--- config.mk ---
export PLATFORM = sky130hd
export DESIGN_NAME = nla_horner_sched
export DESIGN_NICKNAME = d
export VERILOG_FILES = /design/src/rtl/nla_pkg.sv /design/src/rtl/nla_coeff_rom.sv /design/src/rtl/nla_horner_sched.sv
export SDC_FILE = /design/constraint.sdc
export NUM_CORES = 1
export LEC_CHECK = 0
export BUFFER_PORTS_ARGS = -buffer_cell sky130_fd_sc_hd__buf_2
export CAP_MARGIN = 20
export CORE_MARGIN = 8
export CORE_UTILIZATION = 48
export DETAILED_ROUTE_END_ITERATION = 7
export PLACE_DENSITY = 0.81
export SYNTH_ARGS = -nofsm -noshare
export SYNTH_HDL_FRONTEND = slang
export SYNTH_SLANG_ARGS = --single-unit
--- constraint.sdc ---
create_clock -name clk_i -period 2.6 [get_ports clk_i]
set_input_delay 0.39 -clock clk_i [delete_from_list [all_inputs] [get_ports clk_i]]
set_output_delay 0.39 -clock clk_i [all_outputs]
set_load 0.01 [all_outputs]
--- src/rtl/nla_pkg.sv ---
// nla_pkg: shared types and constants for the NLA Horner scheduler.
//   func_e     : activation select (SELU exp-series / TanH odd series)
//   state_e    : scheduler FSM states
//   mac_req_t  : one (a, b, c) issue to the MAC, result = a*b + c
//   FP_*       : FP32 constants used for special-case results
//   *_COEF     : coefficient tables, index 0 = highest order term
//   is_nan()   : FP32 quiet/signalling NaN detect
package nla_pkg;

  localparam int NLA_TERMS = 10;

  typedef enum logic [0:0] {FUNC_SELU = 1'b0, FUNC_TANH = 1'b1} func_e;

  typedef enum logic [1:0] {ST_IDLE, ST_ISSUE, ST_WAIT, ST_DONE} state_e;

  typedef struct packed {
    logic [31:0] a;
    logic [31:0] b;
    logic [31:0] c;
  } mac_req_t;

  localparam logic [31:0] FP_QNAN    = 32'h7FC00000;
  localparam logic [31:0] FP_ONE     = 32'h3F800000;
  localparam logic [31:0] TANH_CLAMP = 32'h40900000;

  // sum x^j/(j+1)!, j = 9..0 -> (e^x - 1)/x
  localparam logic [0:NLA_TERMS-1][31:0] SELU_COEF = {
    32'h3493F27D, 32'h3638EF1D, 32'h37D00D01, 32'h39500D01, 32'h3AB60B61,
    32'h3C088889, 32'h3D2AAAAB, 32'h3E2AAAAB, 32'h3F000000, 32'h3F800000
  };

  // Taylor series of tanh: 62/2835 x^9 - 17/315 x^7 + 2/15 x^5 - 1/3 x^3 + x
  localparam logic [0:NLA_TERMS-1][31:0] TANH_COEF = {
    32'h3CB327A4, 32'h00000000, 32'hBD5D0DD1, 32'h00000000, 32'h3E088889,
    32'h00000000, 32'hBEAAAAAB, 32'h00000000, 32'h3F800000, 32'h00000000
  };

  function automatic logic is_nan(input logic [31:0] v);
    return (v[30:23] == 8'hFF) && (v[22:0] != 23'd0);
  endfunction

endpackage

--- src/rtl/nla_coeff_rom.sv ---
// nla_coeff_rom: combinational coefficient lookup.
//   func : function select
//   k    : term index, 0 = highest order; out-of-range reads return 0
//   coef : FP32 coefficient
module nla_coeff_rom
  import nla_pkg::*;
#(
  parameter int K_W = 4
) (
  input  func_e          func,
  input  logic [K_W-1:0] k,
  output logic [31:0]    coef
);

  always_comb begin
    coef = 32'd0;
    if (int'(k) < NLA_TERMS)
      coef = (func == FUNC_TANH) ? TANH_COEF[k] : SELU_COEF[k];
  end

endmodule

--- src/rtl/nla_horner_sched.sv ---
// nla_horner_sched: drives an external FP32 MAC through a Horner evaluation
// acc = acc*x + c[k] of the selected activation polynomial.
//   in_*        : operand x + function select, valid/ready (ready only in IDLE)
//   mac_*_o     : one-cycle issue strobe with a=acc, b=x, c=c[k]
//   mac_result* : MAC result strobe, only consumed while waiting on an issue
//   out_*       : polynomial value, valid held until out_ready_i
//   err_o       : one-cycle pulse on NaN operand or MAC timeout
// Optional feature macro NLA_TANH_CLAMP_EN: TanH operands with |x| >= 4.5
// bypass the MAC and return sign(x)*1.0 directly.
module nla_horner_sched
  import nla_pkg::*;
#(
  parameter int DATA_WIDTH  = 32,
  parameter int NUM_TERMS   = 10,
  parameter int FUNC_W      = 1,
  parameter int MAC_TIMEOUT = 16
) (
  input  logic                  clk_i,
  input  logic                  rst_i,
  input  logic                  in_valid_i,
  output logic                  in_ready_o,
  input  logic [DATA_WIDTH-1:0] in_data_i,
  input  logic [FUNC_W-1:0]     in_func_i,
  output logic                  mac_valid_o,
  output logic [DATA_WIDTH-1:0] mac_a_o,
  output logic [DATA_WIDTH-1:0] mac_b_o,
  output logic [DATA_WIDTH-1:0] mac_c_o,
  input  logic                  mac_result_valid_i,
  input  logic [DATA_WIDTH-1:0] mac_result_i,
  output logic                  out_valid_o,
  input  logic                  out_ready_i,
  output logic [DATA_WIDTH-1:0] out_data_o,
  output logic                  err_o
);

  localparam int K_W = $clog2(NUM_TERMS);
  localparam int T_W = $clog2(MAC_TIMEOUT + 1);

  state_e                state_q, state_d;
  logic [DATA_WIDTH-1:0] acc_q, x_q;
  func_e                 func_q;
  logic [K_W-1:0]        k_q;
  logic [T_W-1:0]        tmo_q;
  logic                  err_q;

  func_e                 in_func, rom_func;
  logic [K_W-1:0]        rom_k;
  logic [31:0]           coef;
  logic                  clamp, last_term, tmo_hit;
  mac_req_t              mac_req;

  assign in_func   = func_e'(in_func_i[0]);
  assign last_term = (k_q == K_W'(NUM_TERMS - 1));
  assign tmo_hit   = (tmo_q == T_W'(MAC_TIMEOUT - 1));

`ifdef NLA_TANH_CLAMP_EN
  // Magnitude compare on the raw bits is valid for any non-NaN FP32 value.
  assign clamp = (in_func == FUNC_TANH) && (in_data_i[30:0] >= TANH_CLAMP[30:0]);
`else
  assign clamp = 1'b0;
`endif

  // Single ROM shared between the accept-time c[0] fetch and issue-time c[k].
  assign rom_func = (state_q == ST_IDLE) ? in_func : func_q;
  assign rom_k    = (state_q == ST_IDLE) ? '0 : k_q;

  nla_coeff_rom #(.K_W(K_W)) u_rom (
    .func (rom_func),
    .k    (rom_k),
    .coef (coef)
  );

  always_ff @(posedge clk_i) begin
    if (rst_i) state_q <= ST_IDLE;
    else       state_q <= state_d;
  end

  always_comb begin
    state_d     = state_q;
    in_ready_o  = 1'b0;
    mac_valid_o = 1'b0;
    out_valid_o = 1'b0;
    mac_req     = '0;
    case (state_q)
      ST_IDLE: begin
        in_ready_o = 1'b1;
        if (in_valid_i)
          state_d = (is_nan(in_data_i) || clamp) ? ST_DONE : ST_ISSUE;
      end
      ST_ISSUE: begin
        mac_valid_o = 1'b1;
        mac_req.a   = acc_q;
        mac_req.b   = x_q;
        mac_req.c   = coef;
        state_d     = ST_WAIT;
      end
      ST_WAIT: begin
        if (mac_result_valid_i) state_d = last_term ? ST_DONE : ST_ISSUE;
        else if (tmo_hit)       state_d = ST_DONE;
      end
      ST_DONE: begin
        out_valid_o = 1'b1;
        if (out_ready_i) state_d = ST_IDLE;
      end
      default: state_d = ST_IDLE;
    endcase
  end

  // acc doubles as the result register: special cases overwrite it on the
  // way into DONE so out_data_o needs no extra mux.
  always_ff @(posedge clk_i) begin
    if (rst_i) begin
      acc_q  <= '0;
      x_q    <= '0;
      func_q <= FUNC_SELU;
      k_q    <= '0;
      tmo_q  <= '0;
      err_q  <= 1'b0;
    end else begin
      err_q <= 1'b0;
      case (state_q)
        ST_IDLE: if (in_valid_i) begin
          x_q    <= in_data_i;
          func_q <= in_func;
          k_q    <= K_W'(1);
          if (is_nan(in_data_i)) begin
            acc_q <= FP_QNAN;
            err_q <= 1'b1;
          end else if (clamp) begin
            acc_q <= {in_data_i[DATA_WIDTH-1], FP_ONE[30:0]};
          end else begin
            acc_q <= coef;
          end
        end
        ST_ISSUE: tmo_q <= '0;
        ST_WAIT: begin
          if (mac_result_valid_i) begin
            acc_q <= mac_result_i;
            if (!last_term) k_q <= k_q + 1'b1;
          end else if (tmo_hit) begin
            acc_q <= FP_QNAN;
            err_q <= 1'b1;
          end else begin
            tmo_q <= tmo_q + 1'b1;
          end
        end
        default: ;
      endcase
    end
  end

  assign mac_a_o    = mac_req.a;
  assign mac_b_o    = mac_req.b;
  assign mac_c_o    = mac_req.c;
  assign out_data_o = acc_q;
  assign err_o      = err_q;

endmodule
* Word level (Yosys, flattened, before mapping)
Memory sizes are Yosys's and may differ from the RTL's.
Index checks and enable logic that the tools add are counted.
** Operators by class
- $add $sub $neg :: 2
- Order comparisons :: 2
- Equality and inequality tests :: 13
- Mux-type cells :: 36
- Bitwise logic cells :: 1
- Reductions and logical operators :: 10
** Operator list (count)
- $mux 32 :: 10
- $mux 96 :: 1
- $pmux 32 s2 :: 1
- $reduce_bool 23->1 :: 1
- $mux 4 :: 4
- $mux 2 :: 6
- $ne 2x2->1 const B :: 6
- $mux 5 :: 2
- $pmux 5 s2 :: 1
- $reduce_and 3->1 :: 3
- $eq 8x8->1 const B :: 1
- $mux 1 :: 8
- $pmux 2 s4 :: 1
- $pmux 4 s2 :: 1
- $add 5x1->5 const B :: 1
- $eq 5x4->1 const B :: 1
- $ge 5x5->1 const B :: 1
- $not 4->5 :: 1
- $add 4x1->4 const B :: 1
- $eq 2x2->1 const B :: 2
- $eq 4x4->1 const B :: 1
- $lt 4x4->1 const B :: 1
- $reduce_and 4->1 :: 1
- $reduce_bool 2->1 :: 2
- other kinds (6) :: 6
** Word-level totals
- Register bits :: 77
- Bits in read-only memories :: 1024
- Bits of input ports :: 70
- Output and inout port bits :: 132
- Logic and storage cells :: 73
- Memories kept :: 2
** Memories
- (no name shown) :: words 16, bits a word 32, rd ports 1, clocked after memory_dff 0, write ports 0, RTL line nla_coeff_rom.sv:18 : coef = (func == FUNC_TANH) ? TANH_COEF[k] : SELU_COEF[k];
- (no name shown) :: words 16, bits a word 32, rd ports 1, clocked after memory_dff 0, write ports 0, RTL line nla_coeff_rom.sv:18

* Logic depth before layout (Yosys ltp)
Gate-level depths: netlist (run 1).
- Word-level depth :: 11
- Depth in mapped cells :: 11
- Gate-level depth less buffers :: 9

* Modules after synthesis
A second synthesis (run 1) with hierarchy kept.
** Unflattened totals
- Cells, all modules :: 658
- Area, all modules :: 5236.3 um^2
** By module, submodules not included
- nla_horner_sched :: times used 1, cells each 552, area an instance 4530.6 um^2, seq. area each 1541.5 um^2
- nla_coeff_rom :: times used 1, cells each 106, area an instance 705.7 um^2, seq. area each 0.0 um^2

* Worst setup path before layout (run 1)
OpenSTA, ideal clock, no wires.
- Path kind :: reg-to-output
- Start point :: register state_q[0]
- End point :: output port mac_c_o[17]
- Arrival time :: 2.124 ns
- Required time :: 2.210 ns
- Setup slack :: 0.086 ns
- Cell stages (with the launch flop) :: 12
- Path buffers :: 2
- Cell sequence :: dfxtp_1 or2_2 clkbuf_1 nand2_1 inv_1 ha_1 o211ai_1 a21o_1 nand2_1 nand3_1 nor2_1 buf_4
** Between the ends
- Longest elaborated chain between the ends :: 9
- Elaborated cells between the ends (all ways) :: 15
- Those cells by class :: order compare: 1; eq/ne: 1; mux: 9; bitwise: 1; reduce/logical: 1; memory: 2
** RTL lines
- from (decl) :: RTL line nla_horner_sched.sv:39 : state_e state_q, state_d;
- from (signal assigned) :: RTL line nla_horner_sched.sv:75 : else state_q <= state_d;
- $logic_not 2->1 :: RTL line nla_horner_sched.sv:64, nla_horner_sched.sv:65
- $mux 4 :: RTL line nla_horner_sched.sv:65 : assign rom_k = (state_q == ST_IDLE) ? '0 : k_q;
- $not 4->5 (implied by the code) :: RTL line nla_coeff_rom.sv:18
- $mem_v2 16x32
- $mux 32 (implied by the code) (2 in a row) :: RTL line nla_coeff_rom.sv:18
- $mux 32 :: RTL line nla_coeff_rom.sv:18
- $mux 32 :: RTL line nla_coeff_rom.sv:17 : if (int'(k) < NLA_TERMS)
- $mux 96 * :: RTL line nla_horner_sched.sv:84 : case (state_q)
- to (decl) :: RTL line nla_horner_sched.sv:27 : output logic [DATA_WIDTH-1:0] mac_c_o,
Mark *: on every way between the ends. The rest lies on a longest branch, timed or not. The select of a mux whose other input is x is not followed.

* Worst setup path in the final report (run 1)
- Start point :: register state_q[1]
- End point :: output port mac_c_o[4]
The elaborated chain is that of the path after synthesis.

==> summary.md, run 1 <==
| Metric | Value |
|---|---|
| Yosys warning count | `0` |
| Root buffer cell | `clkbuf_8` |
| Most common cell after layout, fill and taps aside | `buf_2` |
| Post-DRT Antenna Nets | `0` |
| Placer congestion estimate | `0.971` |
| Critical path cell sequence | `buf_6 -> or3b_4 -> a2111o_1 -> buf_6 -> a21oi_4 -> and2_4 -> buf_6` |
| Synth Flop Type | `dfxtp_1` |
| Reg2Reg Setup Slack | `0.44 ns` |
| Fill cells | `858` |
| Pin count of the biggest net entering global routing | `50` |
| Fraction of the yosys area taken by sequential cells | `~33%` |
| Status | `finished, violations left` |
| Hold path depth | `3` |
| RSZ-0062 raised after global routing | `yes` |
| Hold EP | `x_q[31]$_SDFFE_PP0P_` |
| Post-synth EDFFs | `0` |
| Share of cells above drive strength 1 | `between 30% and 40%` |
| Leak Pwr | `roughly 3 nW` |
| CP arrival | `approximately 2.3 ns` |
| CTS Sinks | `77` |
| Syn Inst Count | `between 600 and 700` |
| Reg2Reg Depth | `8` |
| Final core occ | `65.4%` |
| Post-synthesis cell area | `0.00463 mm²` |
| Top-level I/O count | `202` |
| # H-tree levels | `3` |
| WL final | `between 15,000 and 20,000 µm` |
| Grt total ovfl | `0` |
| Initial Util | `slightly below 50%` |
| Global-route wire length before repair | `~26,000 µm` |
| Die width | `114 µm` |
| DR iter-0 viols | `449` |
| Largest fanout on the critical path | `8` |
| Initial antenna violation count | `1` |
| Crit start category | `flip-flop` |
| FF-to-FF Start | `tmo_q[0]$_SDFFE_PP0P_` |
| Post-synthesis sequential element count | `a little under 80` |
| Reg2reg end | `out_data_o[3]$_SDFFE_PP0P_` |
| Slowest stage cell, crit path | `a2111o_1` |
| Hold buffers post-CTS | `0` |
| Gr usage total | `between 20% and 30%` |
| CP top delay family | `compound AO/OA/AOI/OAI gates` |
| Std cell rows | `36` |
| Failing checks | `negative setup slack` |
| Hold_sp | `in_data_i[31]` |
| Design area | `0.00627 mm²` |
| Required @ worst endpoint | `around 2.2 ns` |
| DR WL/cell | `between 15 and 20 µm` |
| Post-synth ARST share | `0%` |
| Max Cap Violations | `0` |
| Crit-path most repeated cell | `buf_6` |
| Vias | `about 5,400` |
| Final hold vios | `0` |
| Longest Clk Path Bufs | `2` |
| Setup violations, final | `4` |
| Critical Path End Type | `output pin` |
| FF/Latch Area | `0.00154 mm²` |
| Syn nets | `716` |
| First-pass DRT Iterations | `5` |
| VDD IR max | `approximately 0.00031 V` |
| Mean cell area of the mapped netlist | `between 7 and 8 µm²` |
| HP Class | `in -> reg` |
| Die ar. | `0.0131 mm²` |
| Vias/cell | `roughly 5.6` |
| Pwr per Cell Area | `544 mW/mm²` |
| Placed Area | `about 0.0058 mm²` |
| Highest Clock Rate | `roughly 370 MHz` |
| Detailed Place HPWL | `approximately 13,000 µm` |
| Core area | `around 0.0096 mm²` |
| Fin. max-slew vios | `0` |
| Total Nets Final | `911` |
| Setup Skew | `between 0.01 and 0.015 ns` |
| Period minus WS final | `about 2.7 ns` |
| Tcrit/Tclk final | `104%` |
| Input/output buffers | `200` |
| Vias in the first global route | `approximately 5,300` |
| Area growth syn-to-layout | `35.3%` |
| Drt drc | `0` |
| Max incr delay on CP | `approximately 0.46 ns` |
| Skew-Pair Late Insertion Delay | `about 0.37 ns` |
| TritonCTS clock tree | `done` |
| Final WS setup | `-0.0914 ns` |
| Antenna cell count | `0` |
| Most frequent cells in the layout | `buf_2 (200), nand2_1 (105), dfxtp_1 (75)` |
| Measured slew at the worst slew-check pin | `roughly 0.60 ns` |
| Crit Path Class | `reg -> out` |
| Buf+Inv Stages, Crit Path | `3` |
| Die height | `approximately 110 µm` |
| Relative slew slack | `60.0%` |
| Distinct cells, synth | `slightly above 60` |
| Multi-input logic area | `0.00294 mm²` |
| Dpl ws | `0.110 ns` |
| CTS buffer count | `9` |
| Clock transition at path regs | `about 0.09 ns` |
-- where the power goes --
part           switching (mW)  total (mW)  internal, mW
logic                   0.672        1.15         0.475
clock network           0.521       0.887         0.367
registers              0.0790        1.38          1.30
total                    1.27        3.41          2.14
-- flip-flops by register name, summed over array words and instances, names as in the netlist --
signal	cells
out_data_o	32
x_q	32
tmo_q	5
k_q	4
state_q	2
err_o	1
func_q	1
-- area by class of cell --
| class | count | share of cell area, % |
|---|---|---|
| Multi-Input combinational cell | 484 | 46.9 |
| Sequential cell | 77 | 24.6 |
| Timing Repair Buffer | 240 | 21.9 |
| Tap cell | 133 | 2.65 |
| Clock buffer | 9 | 1.97 |
| Clock inverter | 7 | 0.977 |
| Inverter | 15 | 0.958 |
-- layer usage --
metal	GRT usage, %	vias to the layer above	share of wire (%)
met4	12.7	2	3.7
met5	0	-	0.071
met2	42.4	309	47
met3	6.96	53	10
met1	26.9	2470	38
li1	-	2584	-
-- stage by stage --
stage / cells / power, mW / hold slack, ns / TNS [ns]
floorplan: 632 / 2.03 / 0.432 / 0
global placement: 937 / 2.42 / 0.439 / 0
detailed placement: 937 / 2.44 / 0.443 / 0
CTS: 960 / 3.36 / 0.245 / -0.0719
global route: 965 / 3.58 / 0.256 / -0.593
finish: 965 / 3.41 / 0.253 / -0.186
-- worst register-to-register path, delay by kind of cell, from the launching register on --
family                     cells  cell delay, ns
buffers and inverters          1            0.27
adders and majority gates      2            0.38
AOI/OAI and AO/OA              1            0.27
and+or+nand+nor                4            0.75
DFF                            1            0.39
-- synthesized netlist by cell type (6+ instances only) --
| cell type | number | area share, % |
|---|---|---|
| nor2_1 | 51 | 4.1 |
| and2_1 | 73 | 9.9 |
| a311oi_1 | 13 | 2.5 |
| and3_1 | 8 | 1.1 |
| inv_1 | 14 | 1.1 |
| nor4_1 | 7 | 0.94 |
| nand4_1 | 11 | 1.5 |
| clkbuf_1 | 31 | 2.5 |
| buf_4 | 7 | 1.1 |
| nor3_1 | 22 | 2.4 |
| a211oi_1 | 6 | 0.97 |
| a21oi_1 | 53 | 5.7 |
| a32oi_1 | 6 | 1.1 |
| dfxtp_1 | 77 | 33 |
| nand2_1 | 108 | 8.7 |
| buf_2 | 16 | 1.7 |
| nand3_1 | 13 | 1.4 |
| a221oi_1 | 6 | 1.1 |
| ha_1 | 14 | 3.8 |
| o21ai_0 | 19 | 2.1 |
-- what timing repair did --
action	4_1_cts	5_1_grt
cloned	2	0
resized for setup	26	32
setup endpoints to repair	22	24
setup buffers	5	5
pin swaps	6	12
-- worst max-delay path by stage --
| stage | from | endpoint | slack (ns) | cells past startpoint |
|---|---|---|---|---|
| floorplan | state_q[0]$_SDFFE_PP0P_ | mac_c_o[17] | 0.09 | 11 |
| global route | state_q[1]$_SDFFE_PP0P_ | mac_c_o[4] | -0.12 | 7 |
| CTS | state_q[0]$_SDFFE_PP0P_ | mac_c_o[22] | -0.03 | 6 |
| detailed placement | state_q[1]$_SDFFE_PP0P_ | mac_c_o[4] | 0.11 | 8 |
| global placement | state_q[1]$_SDFFE_PP0P_ | mac_c_o[4] | 0.20 | 8 |
| finish | state_q[1]$_SDFFE_PP0P_ | mac_c_o[4] | -0.09 | 7 |
-- cell families after synthesis --
logic type / after synthesis / share of synthesized area [%]
other: 1 / 0.0809
DFF: 77 / 33.3
adders and majority gates: 14 / 3.78
AOI/OAI and AO/OA: 147 / 21.1
and+or+nand+nor: 316 / 33.5
muxes: 2 / 0.459
buffers and inverters: 71 / 7.07
xor gates and xnor gates: 4 / 0.756
Note: power is estimated with default switching activity, not from simulation.
==> run 2: changes to the inputs <==
--- a/config.mk
+++ b/config.mk
@@ -11,6 +11,8 @@
 export CORE_UTILIZATION = 48
 export DETAILED_ROUTE_END_ITERATION = 7
 export PLACE_DENSITY = 0.81
+export REMOVE_ABC_BUFFERS = 1
+export SETUP_SLACK_MARGIN = 0.05
 export SYNTH_ARGS = -nofsm -noshare
 export SYNTH_HDL_FRONTEND = slang
 export SYNTH_SLANG_ARGS = --single-unit
==> constraint.sdc (replaced) <==
create_clock -name clk_i -period 2.6 [get_ports clk_i]
set_input_delay 0.78 -clock clk_i [delete_from_list [all_inputs] [get_ports clk_i]]
set_output_delay 0.78 -clock clk_i [all_outputs]
set_load 0.01 [all_outputs]
==> summary.md, run 2 (same netlist as run 1, synthesis figures left out) <==
| Metric | Value |
|---|---|
| Status | `finished, violations left` |
| Failing checks | `negative setup slack` |
| Fin. max-slew vios | `0` |
| Top-level I/O count | `202` |
| Leak Pwr | `approximately 3.7 nW` |
| Critical path cell sequence | `or2_4 -> nand2_4 -> buf_6 -> buf_12 -> ha_4 -> mux2i_2 -> nor3_2 -> a211oi_2 -> and2_1 -> buf_2` |
| Vias/cell | `6.54` |
| Final core occ | `between 80% and 90%` |
| Antenna cell count | `0` |
| Longest Clk Path Bufs | `2` |
| Tcrit/Tclk final | `117%` |
| Initial Util | `slightly below 50%` |
| Hold EP | `x_q[6]$_SDFFE_PP0P_` |
| Fill cells | `~460` |
| Reg2Reg Setup Slack | `-0.02 ns` |
| Drt drc | `0` |
| Initial antenna violation count | `0` |
| Setup violations, final | `97` |
| Buf+Inv Stages, Crit Path | `3` |
| Crit start category | `flip-flop` |
| Hold_sp | `x_q[6]$_SDFFE_PP0P_` |
| Measured slew at the worst slew-check pin | `0.767 ns` |
| Most common cell after layout, fill and taps aside | `buf_2` |
| TritonCTS clock tree | `done` |
| FF-to-FF Start | `tmo_q[0]$_SDFFE_PP0P_` |
| DR iter-0 viols | `approximately 1,100` |
| WL final | `25,600 µm` |
| Gr usage total | `between 20 and 30%` |
| Post-DRT Antenna Nets | `0` |
| Die width | `about 110 µm` |
| Overall Power | `between 4 and 5 mW` |
| Total Nets Final | `about 990` |
| CTS Sinks | `77` |
| Global-route wire length before repair | `about 31,000 µm` |
| RSZ-0062 raised after global routing | `yes` |
| DR WL/cell | `24.5 µm` |
| Vias | `between 6,000 and 7,000` |
| Slowest stage cell, crit path | `dfxtp_2` |
| Share of cells above drive strength 1 | `between 50% and 60%` |
| Area growth syn-to-layout | `73.5%` |
| Hold path depth | `2` |
| Clock transition at path regs | `approximately 0.09 ns` |
| # H-tree levels | `3` |
| Period minus WS final | `3.05 ns` |
| VDD IR max | `between 0.0003 and 0.0004 V` |
| Placer congestion estimate | `between 0.9 and 1` |
| Dpl cells | `approximately 980` |
| HP Class | `reg -> reg` |
| Dpl ws | `-0.500 ns` |
| Multi-input logic area | `around 0.0034 mm²` |
| CTS buffer count | `9` |
| Max Cap Violations | `0` |
| Detailed Place HPWL | `13,000 µm` |
| Design area | `approximately 0.008 mm²` |
| Die height | `approximately 110 µm` |
| Most frequent cells in the layout | `buf_2 (131), nand2_1 (103), buf_6 (93)` |
| Vias in the first global route | `6,035` |
| Hold_ws | `about 0.46 ns` |
| Non-Filler Instances | `around 1,000` |
| Final hold vios | `0` |
| First-pass DRT Iterations | `8` |
| CP arrival | `2.27 ns` |
| Reg2reg end | `out_data_o[14]$_SDFFE_PP0P_` |
| Reg2Reg Depth | `8` |
| Final WS setup | `-0.449 ns` |
| Relative slew slack | `48.7%` |
| Placed Area | `0.00610 mm²` |
| CP top delay family | `simple AND/OR/NAND/NOR gates` |
| Input/output buffers | `200` |
| FF/Latch Area | `~0.0015 mm²` |
| Core area | `between 0.009 and 0.01 mm²` |
| Required @ worst endpoint | `between 1.5 and 2 ns` |
| Critical Path End Type | `output pin` |
| Pin count of the biggest net entering global routing | `between 40 and 50` |
| Crit Path Class | `reg -> out` |
| Pwr per Cell Area | `about 520 mW/mm²` |
| Fin Setup TNS | `-13.44 ns` |
| Std cell rows | `36` |
| Largest fanout on the critical path | `4` |
| Setup Skew | `around 0.014 ns` |
| Root buffer cell | `clkbuf_8` |
| Die ar. | `around 0.013 mm²` |
| Highest Clock Rate | `between 300 and 400 MHz` |
| Skew-Pair Late Insertion Delay | `0.38 ns` |
| Grt total ovfl | `0` |
| Max incr delay on CP | `~0.36 ns` |
[run 2: how the worst max path moves through the flow]
stage / slack [ns] / end / depth (start not counted) / start
6_report: -0.45 / mac_c_o[3] / 10 / state_q[0]$_SDFFE_PP0P_
4_1_cts: -0.33 / mac_c_o[22] / 6 / in_func_i
3_5_place_dp: -0.50 / mac_c_o[22] / 6 / in_func_i
3_3_place_gp: -0.46 / mac_c_o[22] / 6 / in_func_i
2_1_floorplan: -0.55 / mac_c_o[27] / 4 / state_q[0]$_SDFFE_PP0P_
5_1_grt: -0.51 / mac_c_o[3] / 10 / state_q[0]$_SDFFE_PP0P_
[run 2: where the power goes]
part	leakage (nW)	total, mW	switching [mW]	internal [mW]
Sequential	0.634	1.39	0.0978	1.30
Clock	0.115	1.07	0.525	0.548
Combinational	2.95	1.72	0.931	0.792
Total	3.70	4.19	1.55	2.64
[run 2: what timing repair did]
| item | 4_1_cts | 5_1_grt |
|---|---|---|
| hold buffers | 0 | 0 |
| resized for setup | 179 | 113 |
| setup buffers | 26 | 20 |
| endpoints found under the setup margin | 95 | 96 |
| pin swaps | 64 | 55 |
| cloned | 7 | 3 |
[run 2: layout make-up]
cell class / instances / share of cell area, %
inverters: 15 / 0.825
clock inverters: 7 / 1.23
clock buffers: 9 / 1.54
repair buffers: 318 / 32.7
flip-flops and latches: 77 / 19.2
well taps: 133 / 2.07
multi-input cells: 484 / 42.5
[run 2: layer usage]
metal | routed length, µm | GRT usage, %
met3 | 3130 | 5.80
met1 | 8230 | 32.6
met5 | 0 | 0
met2 | 11900 | 53.7
met4 | 2270 | 15.0
[run 2: worst register-to-register path, stage by stage (launching register included)]
cell and delay, ns:
dfxtp_1 0.38, ha_1 0.19, and3_1 0.18, ha_1 0.22
nor3b_1 0.11, nor3_4 0.60, buf_4 0.40, nor2_1 0.08
a211oi_1 0.35
==> run 3: changes to the inputs <==
--- a/config.mk
+++ b/config.mk
@@ -8,11 +8,12 @@
 export BUFFER_PORTS_ARGS = -buffer_cell sky130_fd_sc_hd__buf_2
 export CAP_MARGIN = 20
 export CORE_MARGIN = 8
-export CORE_UTILIZATION = 48
+export CORE_UTILIZATION = 40
 export DETAILED_ROUTE_END_ITERATION = 7
-export PLACE_DENSITY = 0.81
+export PLACE_DENSITY = 0.69
 export REMOVE_ABC_BUFFERS = 1
 export SETUP_SLACK_MARGIN = 0.05
+export SKIP_CTS_REPAIR_TIMING = 1
 export SYNTH_ARGS = -nofsm -noshare
 export SYNTH_HDL_FRONTEND = slang
 export SYNTH_SLANG_ARGS = --single-unit
==> summary.md, run 3 (same netlist as run 1, synthesis figures left out) <==
| Metric | Value |
|---|---|
| Status | `finished, violations left` |
| Failing checks | `negative setup slack` |
| FF/Latch Area | `0.00155 mm²` |
| Relative slew slack | `a little over three fifths` |
| Vias in the first global route | `5,113` |
| Largest fanout on the critical path | `5` |
| Drt drc | `0` |
| VDD IR max | `around 0.00038 V` |
| Die height | `124 µm` |
| Period minus WS final | `about 3 ns` |
| Most common cell after layout, fill and taps aside | `buf_2` |
| Multi-input logic area | `about 0.0032 mm²` |
| Longest Clk Path Bufs | `2` |
| Final core occ | `between 60% and 70%` |
| Pwr per Cell Area | `582 mW/mm²` |
| Grt total ovfl | `0` |
| Fin Setup TNS | `-6.85 ns` |
| Most frequent cells in the layout | `buf_2 (193), nand2_1 (102), dfxtp_1 (73)` |
| FF-to-FF Start | `state_q[1]$_SDFFE_PP0P_` |
| Initial Util | `approximately two fifths` |
| Dpl ws | `-0.492 ns` |
| CP startpoint | `in_func_i` |
| Max incr delay on CP | `0.47 ns` |
| Routing usage on met3 | `under 10%` |
| M2 GR Usage | `between 30% and 40%` |
| Fin. max-slew vios | `0` |
| Antenna cell count | `0` |
| CP endpoint | `mac_c_o[22]` |
| Die width | `around 120 µm` |
| Vias/cell | `approximately 5.4` |
| Root buffer cell | `clkbuf_16` |
| DR iter-0 viols | `between 300 and 400` |
| CTS buffer count | `9` |
| Gr usage total | `22.1%` |
| Pin count of the biggest net entering global routing | `55` |
| Post-DRT Antenna Nets | `0` |
| Leak Pwr | `3.45 nW` |
| Highest Clock Rate | `338 MHz` |
| Initial antenna violation count | `0` |
| Skew-Pair Late Insertion Delay | `approximately 0.35 ns` |
| RSZ-0062 raised after global routing | `yes` |
| Overall Power | `between 4 and 5 mW` |
| Design area | `0.00729 mm²` |
| Clock transition at path regs | `0.06 ns` |
| HP Class | `reg -> reg` |
| Area growth syn-to-layout | `57.2%` |
| Share of cells above drive strength 1 | `between 40% and 50%` |
| Max Cap Violations | `0` |
| TritonCTS clock tree | `done` |
| Setup Skew | `0.00965 ns` |
| Detailed Place HPWL | `about 13,000 µm` |
| Vias | `roughly 5,600` |
| Final hold vios | `0` |
| Dpl cells | `~1,000` |
| Hold_ws | `about 0.45 ns` |
| DR WL/cell | `approximately 18 µm` |
| Setup violations, final | `31` |
| Reg2Reg Setup Slack | `0.29 ns` |
| Top-level I/O count | `~200` |
| Critical path cell sequence | `buf_8 -> or3b_4 -> a2111o_1 -> a21boi_1 -> nor3_2 -> buf_2` |
| Fill cells | `980` |
| Slowest stage cell, crit path | `a2111o_1` |
| CP arrival | `about 2.2 ns` |
| Final WS setup | `-0.355 ns` |
| Measured slew at the worst slew-check pin | `0.552 ns` |
| Input/output buffers | `200` |
| Total Nets Final | `approximately 970` |
| # H-tree levels | `3` |
| Critical Path End Type | `output pin` |
| Core area | `0.0114 mm²` |
| Die ar. | `0.0153 mm²` |
| WL final | `between 15,000 and 20,000 µm` |
| Non-Filler Instances | `around 1,000` |
| Crit Path Class | `in -> out` |
| Reg2Reg Depth | `9` |
| Tcrit/Tclk final | `114%` |
| Placer congestion estimate | `between 0.8 and 0.9` |
| GR Layer Usage met1 | `a little over a quarter` |
| Global-route wire length before repair | `~27,000 µm` |
| Placed Area | `a little over 0.006 mm²` |
| Required @ worst endpoint | `between 1.5 and 2 ns` |
| Global route hottest layer | `met2` |
| First-pass DRT Iterations | `5` |
| Crit start category | `primary input` |
| Std cell rows | `39` |
| Reg2reg end | `out_data_o[16]$_SDFFE_PP0P_` |
| CTS Sinks | `77` |
[run 3: worst max-delay path: cells and delay by family]
family / cells / cell delay, ns
buffers and inverters: 2 / 0.22
AND/OR/NAND/NOR: 2 / 0.51
AO/OA/AOI/OAI: 2 / 0.66
[run 3: worst min path at each step]
stage,start,to,slack (ns),depth (start not counted)
3_5_place_dp,x_q[5]$_SDFFE_PP0P_,x_q[5]$_SDFFE_PP0P_,0.45,2
3_3_place_gp,x_q[17]$_SDFFE_PP0P_,x_q[17]$_SDFFE_PP0P_,0.44,2
6_report,x_q[11]$_SDFFE_PP0P_,x_q[11]$_SDFFE_PP0P_,0.45,2
5_1_grt,x_q[8]$_SDFFE_PP0P_,x_q[8]$_SDFFE_PP0P_,0.47,2
4_1_cts,x_q[5]$_SDFFE_PP0P_,x_q[5]$_SDFFE_PP0P_,0.45,2
2_1_floorplan,x_q[0]$_SDFFE_PP0P_,x_q[0]$_SDFFE_PP0P_,0.43,2
[run 3: area by class of cell]
class / instances / share of cell area (%)
multi-input cells: 484 / 44.1
repair buffers: 293 / 26.3
flip-flops and latches: 77 / 21.2
clock buffers: 10 / 3.28
well taps: 143 / 2.46
clock inverters: 6 / 1.61
inverters: 15 / 0.962
repair inverters: 1 / 0.0687
[run 3: report_power, final]
| part | internal [mW] | switching [mW] |
|---|---|---|
| logic | 0.597 | 0.743 |
| registers | 1.30 | 0.0723 |
| clock network | 0.975 | 0.554 |
[run 3: layer usage]
metal / vias to the layer above / routed length [µm]
met1: 2654 / 7550
met2: 214 / 9510
li1: 2691 / -
met4: 0 / 375
met3: 30 / 1280
met5: - / 0
